$ cat config.mk
export PLATFORM = sky130hd
export DESIGN_NAME = hazard_ctrl
export DESIGN_NICKNAME = d
export VERILOG_FILES = /design/src/rtl/hazard_ctrl.sv
export SDC_FILE = /design/constraint.sdc
export NUM_CORES = 1
export LEC_CHECK = 0
export CELL_PAD_IN_SITES_DETAIL_PLACEMENT = 1
export CELL_PAD_IN_SITES_GLOBAL_PLACEMENT = 1
export CORE_MARGIN = 3
export CORE_UTILIZATION = 35
export CTS_BUF_LIST = sky130_fd_sc_hd__clkbuf_2 sky130_fd_sc_hd__clkbuf_4 sky130_fd_sc_hd__clkbuf_8
export DETAILED_ROUTE_END_ITERATION = 6
export HOLD_SLACK_MARGIN = 0.03
export MAX_ROUTING_LAYER = met4
export PLACE_DENSITY = 0.82
export SETUP_SLACK_MARGIN = 0.15
export SYNTH_ARGS = -nofsm -noshare
export SYNTH_HDL_FRONTEND = slang
export SYNTH_SLANG_ARGS = --single-unit
$ cat constraint.sdc
create_clock -name clk -period 6.1 [get_ports clk]
set_input_delay 0.915 -clock clk [delete_from_list [all_inputs] [get_ports clk]]
set_output_delay 0.915 -clock clk [all_outputs]
set_load 0.02 [all_outputs]
$ cat src/rtl/hazard_ctrl.sv
// Pipeline hazard control for the 5-stage core: stall/bubble steering for memory waits,
// load-use hazards and EX redirects, plus a memory-wait watchdog and stall/flush counters.
module hazard_ctrl #(
  parameter int MEM_TIMEOUT = 64,
  parameter int CNT_W       = 32
) (
  input  logic             clk,
  input  logic             rst,
  input  logic [4:0]       rs1_id,
  input  logic [4:0]       rs2_id,
  input  logic             rs1_used_id,
  input  logic             rs2_used_id,
  input  logic [4:0]       rd_ex,
  input  logic             mem_read_ex,
  input  logic             reg_write_ex,
  input  logic             redirect_ex,
  input  logic             mem_req_mem,
  input  logic             mem_ready,
  output logic             stall_if,
  output logic             stall_id,
  output logic             stall_ex,
  output logic             stall_mem,
  output logic             stall_wb,
  output logic             bubble_id,
  output logic             bubble_ex,
  output logic             bubble_mem,
  output logic             bubble_wb,
  output logic             mem_err,
  output logic [CNT_W-1:0] stall_cnt,
  output logic [CNT_W-1:0] flush_cnt
);

  localparam int WC_W = (MEM_TIMEOUT > 1) ? $clog2(MEM_TIMEOUT) : 1;
  localparam logic [WC_W-1:0] WC_MAX = WC_W'(MEM_TIMEOUT - 1);

  typedef enum logic [0:0] {
    RUN      = 1'b0,
    MEM_WAIT = 1'b1
  } state_t;

  state_t            state_r;
  state_t            state_next_s;
  logic [WC_W-1:0]   wait_cnt_r;
  logic              mem_err_r;
  logic [CNT_W-1:0]  stall_cnt_r;
  logic [CNT_W-1:0]  flush_cnt_r;

  logic mem_busy_s;
  logic rs1_hit_s;
  logic rs2_hit_s;
  logic load_use_s;
  logic flush_fire_s;

  assign mem_busy_s   = mem_req_mem & ~mem_ready;
  assign rs1_hit_s    = rs1_used_id & (rs1_id == rd_ex);
  assign rs2_hit_s    = rs2_used_id & (rs2_id == rd_ex);
  assign load_use_s   = mem_read_ex & reg_write_ex & (rd_ex != 5'd0) & (rs1_hit_s | rs2_hit_s);
  // A memory wait freezes the redirecting instruction, so the flush only counts once released.
  assign flush_fire_s = redirect_ex & ~mem_busy_s;

  // Prioritised stall/bubble steering: memory wait, then redirect, then load-use.
  always_comb begin
    stall_if   = 1'b0;
    stall_id   = 1'b0;
    stall_ex   = 1'b0;
    stall_mem  = 1'b0;
    stall_wb   = 1'b0;
    bubble_id  = 1'b0;
    bubble_ex  = 1'b0;
    bubble_mem = 1'b0;
    bubble_wb  = 1'b0;
    if (mem_busy_s) begin
      stall_if  = 1'b1;
      stall_id  = 1'b1;
      stall_ex  = 1'b1;
      stall_mem = 1'b1;
      bubble_wb = 1'b1;
    end else if (redirect_ex) begin
      bubble_id = 1'b1;
      bubble_ex = 1'b1;
    end else if (load_use_s) begin
      stall_if  = 1'b1;
      stall_id  = 1'b1;
      bubble_ex = 1'b1;
    end else begin
      stall_if  = 1'b0;
      bubble_ex = 1'b0;
    end
  end

  // Wait FSM next-state logic.
  always_comb begin
    state_next_s = state_r;
    case (state_r)
      RUN: begin
        if (mem_busy_s) state_next_s = MEM_WAIT;
        else            state_next_s = RUN;
      end
      MEM_WAIT: begin
        if (!mem_busy_s) state_next_s = RUN;
        else             state_next_s = MEM_WAIT;
      end
      default: state_next_s = RUN;
    endcase
  end

  // Wait FSM state register and memory-timeout watchdog.
  always_ff @(posedge clk or posedge rst) begin
    if (rst) begin
      state_r    <= RUN;
      wait_cnt_r <= {WC_W{1'b0}};
      mem_err_r  <= 1'b0;
    end else begin
      state_r <= state_next_s;
      if (state_r == RUN) begin
        if (mem_busy_s) wait_cnt_r <= {WC_W{1'b0}};
        else            wait_cnt_r <= wait_cnt_r;
      end else begin
        if (wait_cnt_r != WC_MAX) wait_cnt_r <= wait_cnt_r + WC_W'(1'b1);
        else                      wait_cnt_r <= wait_cnt_r;
        if (mem_busy_s && (wait_cnt_r == WC_MAX)) mem_err_r <= 1'b1;
        else                                     mem_err_r <= mem_err_r;
      end
    end
  end

  // Performance counters; both wrap naturally.
  always_ff @(posedge clk or posedge rst) begin
    if (rst) begin
      stall_cnt_r <= {CNT_W{1'b0}};
      flush_cnt_r <= {CNT_W{1'b0}};
    end else begin
      if (stall_if) stall_cnt_r <= stall_cnt_r + CNT_W'(1'b1);
      else          stall_cnt_r <= stall_cnt_r;
      if (flush_fire_s) flush_cnt_r <= flush_cnt_r + CNT_W'(1'b1);
      else              flush_cnt_r <= flush_cnt_r;
    end
  end

  assign mem_err   = mem_err_r;
  assign stall_cnt = stall_cnt_r;
  assign flush_cnt = flush_cnt_r;

endmodule
==> impl_results.md, run 1 <==
* Post-cts sizing count at 0
* Yosys reg bits at 72
* GRT Total Usage at 17.0%
* Root Buffer: clkbuf_8
* Crit path largest cell delay at 560 ps
* Initial Util at 37.0%
* Top delay family on crit path: buffers and inverters
* Number of setup buffers added after CTS at 0
* Vias in the first global route at 2949
* Synthesized cell area at 3510 um2
* Endpoints failing hold at 0
* H-tree depth at 3
* CP arrival at 3260 ps
* R2R depth at 6
* Peak VDD IR at 0.142 mV
* Largest family of logic cells by synthesized area: simple AND/OR/NAND/NOR gates
* Post-synth EDFFs at 0
* Vias post-DR at 2675
* Synth Area per Inst at 11.1 um2
* Die area at 11300 um2
* Cell mode on critical path: clkdlybuf4s50_1
* Post-synth top cells: dfrtp_1, xnor2_1, nand2_1
* Seq/Total Area, Yosys at 51.3%
* Slowest cell on the critical path: clkdlybuf4s50_1
* I/O Pins at 98
* Pwr dens at 291 nW/um2
* Synth Area in Simple Gates at 22.3%
* Top cells by area, synth: dfrtp_1, xnor2_1, xor2_1
* Total negative slack at 0 ps
* Initial antenna violation count at 0
* Routed WL at 8.76 mm
* Top FF cell, synth: dfrtp_1
* Slew HR at 39.6%
* Top-count cell post-synth: dfrtp_1
* Rows at 35
* Slew @ Worst Pin at 906 ps
* CP max FO at 8
* Final Cycle Share at 68.4%
* Synth Area in Adders at 1.07%
* Total Power at 1410 uW
* Mean routed wirelength per cell at 16.0 um
* # DRC at 0
* Leading area contributor after synthesis: dfrtp_1
* Maximum clock frequency at 240 MHz
* First-pass GRT wire length at 15.0 mm
* Sink Count at 72
* Vias per inst at 4.87
* RSZ-0062 raised after global routing: false
* Count of cell types in the netlist at 37
* Clock Path Buffers at 2
* CP Depth at 6
* CTS Buf Count at 9
* Ant diodes at 0
* Gr ovfl total at 0
* Critical-path cell list: clkdlybuf4s50_1, or3_1, o311a_4, a31oi_2, inv_1, clkdlybuf4s50_1
* Initial DRT Pass Iterations at 4
* Layout area overhead at 37.7%
* Clock latency on the worst-skew pair at 340 ps
* Hold_ws at 471 ps
* Initial DRC Count at 44
* Hold buffer count at CTS at 0
* Clk slew on worst S/H paths at 80 ps
* Synth top area share at 51.3%
* Max cap viols at 0
* CTS tree: yes
* Post-synthesis xor/xnor area fraction at 18.5%
* Tightest Hold Check Type: reg -> reg
* CP bufs+invs at 3
* Layout cells sized above 1 at 9.29%
* Critical path required time at 5180 ps
* # port buffers at 95
* Final instance area at 4840 um2
* Worst Skew at 12.9 ps
* Gpl congestion at 0.760
* Crit path kind: in -> out
* Largest net degree at the start of global routing at 73
* Width of the chip at 106 um
* Core ar. at 9500 um2
* Leak at 0.00209 uW
* Setup-failing EPs final at 0
* Cells after Synth at 315
* Slack of the critical path at 1930 ps
* CP Capture Type: output pin
* Slew Viols, Final at 0
* Worst setup SP type: primary input
* Mux share of post-synthesis cell area at 0.641%
* Hold path cells at 1
* Final HPWL from detailed placement at 6.44 mm
* Die height at 106 um
* Pre-CTS WS at 1920 ps
* Ys Warns at 0
* Routed Antenna Nets at 0
* Nets at 442
* FFs w/ async S/R, synth at 100%
* Post-place instance area at 4560 um2
* Final Critical Period at 4170 ps
* Status: finished, final reports clean
* Synth Area in Compound Gates at 2.85%
## logic make-up after synthesis
family / count (synthesis)
fa+ha+maj: 3
other cells: 1
xor+xnor: 74
mux: 2
buf+inv: 20
simple gates: 132
flops: 72
compound gates: 11
## layout make-up
cell class	instances	area, um2
inverters	12	45.0
flip-flops and latches	72	1800
fillers	1064	4670
repair buffers	96	958
multi-input cells	224	1600
clock buffers	11	145
clock inverters	5	128
well taps	129	161
## sequential cells by signal, indices dropped and copies added, names as in the netlist
signal,count
stall_cnt,32
wait_cnt_r,6
mem_err,1
flush_cnt,32
state_r,1
## worst paths after layout
| check | from | to | slack (ps) |
|---|---|---|---|
| min reg2reg | stall_cnt[31]$_DFFE_PP0P_ | stall_cnt[31]$_DFFE_PP0P_ | 470 |
| min in group asynchronous | rst | flush_cnt[31]$_DFFE_PP0P_ | 1190 |
| max | rd_ex[0] | stall_if | 1930 |
| max in group asynchronous | rst | stall_cnt[13]$_DFFE_PP0P_ | 4340 |
| min | stall_cnt[31]$_DFFE_PP0P_ | stall_cnt[31]$_DFFE_PP0P_ | 470 |
| max reg2reg | flush_cnt[10]$_DFFE_PP0P_ | flush_cnt[27]$_DFFE_PP0P_ | 4070 |
## cell usage in the layout (no fill, tap or decap), drive strengths merged
| master | Yosys | routed |
|---|---|---|
| or3 | 3 | 3 |
| and4 | 4 | 4 |
| bufinv | 0 | 4 |
| nor4b | 4 | 4 |
| nand3 | 22 | 22 |
| nand2 | 30 | 30 |
| nor4 | 7 | 7 |
| xor2 | 29 | 29 |
| clkdlybuf4s50 | 0 | 95 |
| a21oi | 5 | 5 |
| clkinvlp | 0 | 1 |
| ha | 3 | 3 |
| inv | 12 | 12 |
| and3 | 6 | 6 |
| nor3b | 4 | 4 |
| mux2 | 2 | 2 |
| a31oi | 1 | 1 |
| o21bai | 1 | 1 |
| buf | 8 | 1 |
| nor3 | 15 | 15 |
| conb | 1 | 2 |
| dfrtp | 72 | 72 |
| o22ai | 1 | 1 |
| o311a | 1 | 1 |
| nand4 | 12 | 12 |
| nand3b | 2 | 2 |
| nor2 | 18 | 18 |
| or2 | 1 | 1 |
| o21ai | 2 | 2 |
| xnor2 | 45 | 45 |
| nand2b | 4 | 4 |
| clkbuf | 0 | 11 |
## where the power goes
group,internal [uW],switching (uW)
combinational,148,154
sequential,528,64.5
clock,329,183
total,1000,401
## worst reg2reg max path, cell delays in order, from the launching register on
cell and delay (ps):
dfrtp_1 460, and4_1 290, and4_1 270, nand3_1 190, nor3_2 390, nand3_1 150, xnor2_1 160
## stage by stage
step | utilization (%) | std cells
2_1_floorplan | - | 316
3_3_place_gp | 48.0 | 533
3_5_place_dp | 48.0 | 533
4_1_cts | 50.9 | 549
5_1_grt | 50.9 | 549
6_report | 50.9 | 549
## routing by layer
metal | up-vias | wire length (um) | GRT usage (%)
met2 | 65 | 4300 | 27.5
met5 | - | 0 | -
met3 | 12 | 300 | 3.16
li1 | 1262 | - | -
met4 | 0 | 150 | 6.11
met1 | 1336 | 4010 | 21.5
Note: power is estimated with default switching activity, not from simulation.
==> run 2, diff against run 1 <==
- clock period: 6.1 -> 4.21 ns (I/O delays scaled with it)
==> impl_results.md, run 2 (synthesized netlist as in run 1, its figures left out) <==
* Status: finished, final reports clean
* CP arrival at 2980 ps (-280 ps)
* Endpoints failing hold at 0 (unchanged)
* Vias per inst at 4.87 (-0.15%)
* RSZ-0062 raised after global routing: false
* # port buffers at 95 (unchanged)
* Largest net degree at the start of global routing at 39 (-47%)
* DR top layer: met4
* Worst setup SP type: primary input
* Initial Util at 37.0% (unchanged)
* Final HPWL from detailed placement at 6.52 mm (+1.2%)
* DR WL met3 at 306 um (+2.0%)
* Initial DRT Pass Iterations at 6 (+2)
* Initial DRC Count at 69 (+57%)
* Tightest Hold Check Type: reg -> reg
* Clock Power Share at 32.4% (-4.0 points)
* Crit path kind: in -> out
* CTS Buf Count at 9 (unchanged)
* CP Capture Type: output pin
* Layout area overhead at 36.4%
* Layout cells sized above 1 at 9.29% (unchanged)
* Post-cts sizing count at 0 (unchanged)
* Cell mode on critical path: clkdlybuf4s50_1
* Met2 wire len at 4.31 mm (+0.30%)
* Leak at 0.00206 uW (-1.2%)
* Sw power at 573 uW (+43%)
* Vias in the first global route at 2927 (-0.75%)
* GRT Total Usage at 17.1% (+0.077 points)
* Slew @ Worst Pin at 817 ps (-88.4 ps)
* Gate power share at 22.7% (+1.2 points)
* Die height at 106 um (unchanged)
* Initial antenna violation count at 0 (unchanged)
* Worst Skew at 15.8 ps (+2.82 ps)
* Clk slew on worst S/H paths at 70 ps (about the same)
* Multi-input logic area at 1600 um2 (unchanged)
* Slowest cell on the critical path: clkdlybuf4s50_1
* Die area at 11300 um2 (unchanged)
* Routed Antenna Nets at 0 (unchanged)
* Critical path required time at 3580 ps (-1600 ps)
* CP bufs+invs at 3 (unchanged)
* Vias post-DR at 2671 (-0.15%)
* Commonest non-fill, non-tap cell in the layout: clkdlybuf4s50_1
* Maximum clock frequency at 277 MHz
* CP max FO at 8 (unchanged)
* Max cap viols at 0 (unchanged)
* Sequential Power Share at 44.9% (+2.8 points)
* Root Buffer: clkbuf_8
* First-pass GRT wire length at 15.2 mm (+1.4%)
* Most frequent cells in the layout: clkdlybuf4s50_1, dfrtp_1, xnor2_1
* # DRC at 0 (unchanged)
* Clock latency on the worst-skew pair at 340 ps (about the same)
* Gr ovfl total at 0 (unchanged)
* Hold_ws at 474 ps (+2.60 ps)
* Critical-path cell list: clkdlybuf4s50_1, or3_1, o311a_4, a31oi_2, inv_1, clkdlybuf4s50_1
* Top delay family on crit path: buffers and inverters
* Peak VDD IR at 0.157 mV (+11%)
* Slew HR at 45.4% (+5.8 points)
* Final Critical Period at 3610 ps
* Sequential Area at 1800 um2 (unchanged)
* H-tree depth at 3 (unchanged)
* Number of setup buffers added after CTS at 0 (unchanged)
* Pwr dens at 398 nW/um2 (+37%)
* Filler cells at 1070 (+0.56%)
* Final Cycle Share at 85.7%
* Internal power at 1330 uW (+33%)
* Mean routed wirelength per cell at 15.9 um (-0.31%)
* Gpl congestion at 0.758 (-0.22%)
* Metal-1 WL at 4.03 mm (+0.37%)
* Total Power at 1910 uW (+36%)
* Hold buffer count at CTS at 0 (unchanged)
* Sw Share at 30.1% (+1.5 points)
* Setup-failing EPs final at 0 (unchanged)
* Crit path largest cell delay at 570 ps (about the same)
* Clock Path Buffers at 2 (unchanged)
* Finished Core Util at 50.4% (-0.50 points)
* Slew Viols, Final at 0 (unchanged)
* Rows at 35 (unchanged)
* Width of the chip at 106 um (unchanged)
* Sink Count at 72 (unchanged)
* Core ar. at 9500 um2 (unchanged)
* Routed WL at 8.73 mm (-0.31%)
* I/O Pins at 98 (unchanged)
* Nets at 442 (unchanged)
* Ant diodes at 0 (unchanged)
* CTS tree: yes
* Total negative slack at 0 ps (unchanged)
-- run 2: cell count changes in the layout (fill, tap and decap cells not counted) --
cell        delta
clkinvlp_4     +1
clkinv_2       +1
bufinv_16      -2
-- run 2: cell type report --
cell class	count	area share (%)
Multi-Input combinational cell	224	33.4
Inverter	12	0.940
Clock buffer	11	3.03
Clock inverter	5	1.67
Timing Repair Buffer	96	20.0
Sequential cell	72	37.6
Tap cell	129	3.37
-- run 2: worst paths after layout --
kind	startpoint	endpoint	slack (ps)	cells past startpoint
worst min register to register	mem_err$_DFFE_PP0P_	mem_err$_DFFE_PP0P_	470	1
worst max register to register	stall_cnt[4]$_DFFE_PP0P_	stall_cnt[22]$_DFFE_PP0P_	2130	6
max in group asynchronous	rst	wait_cnt_r[2]$_DFFE_PP0P_	2470	3
min in group asynchronous	rst	flush_cnt[18]$_DFFE_PP0P_	770	2
worst min-delay path	mem_err$_DFFE_PP0P_	mem_err$_DFFE_PP0P_	470	1
worst max-delay path	rd_ex[1]	stall_if	600	6
-- run 2: through the flow --
stage	setup WS [ps]	instance area (um2)	cells
finish	600	4790	549
floorplan	1500	3520	316
detailed placement	600	4560	533
CTS	597	4790	549
global route	512	4790	549
global placement	655	4560	533
-- run 2: per-layer routing --
layer | vias up | track usage (%)
met2 | 70 | 26.9
met5 | - | -
li1 | 1260 | -
met4 | 0 | 5.55
met1 | 1335 | 22.3
met3 | 6 | 3.28
-- run 2: power groups by stage --
stage | Sequential, uW | Clock (uW) | Combinational [uW]
6_report | 856 | 618 | 434
4_1_cts | 858 | 638 | 440
5_1_grt | 871 | 672 | 470
2_1_floorplan | 930 | 0 | 156
3_5_place_dp | 869 | 0 | 439
3_3_place_gp | 868 | 0 | 428
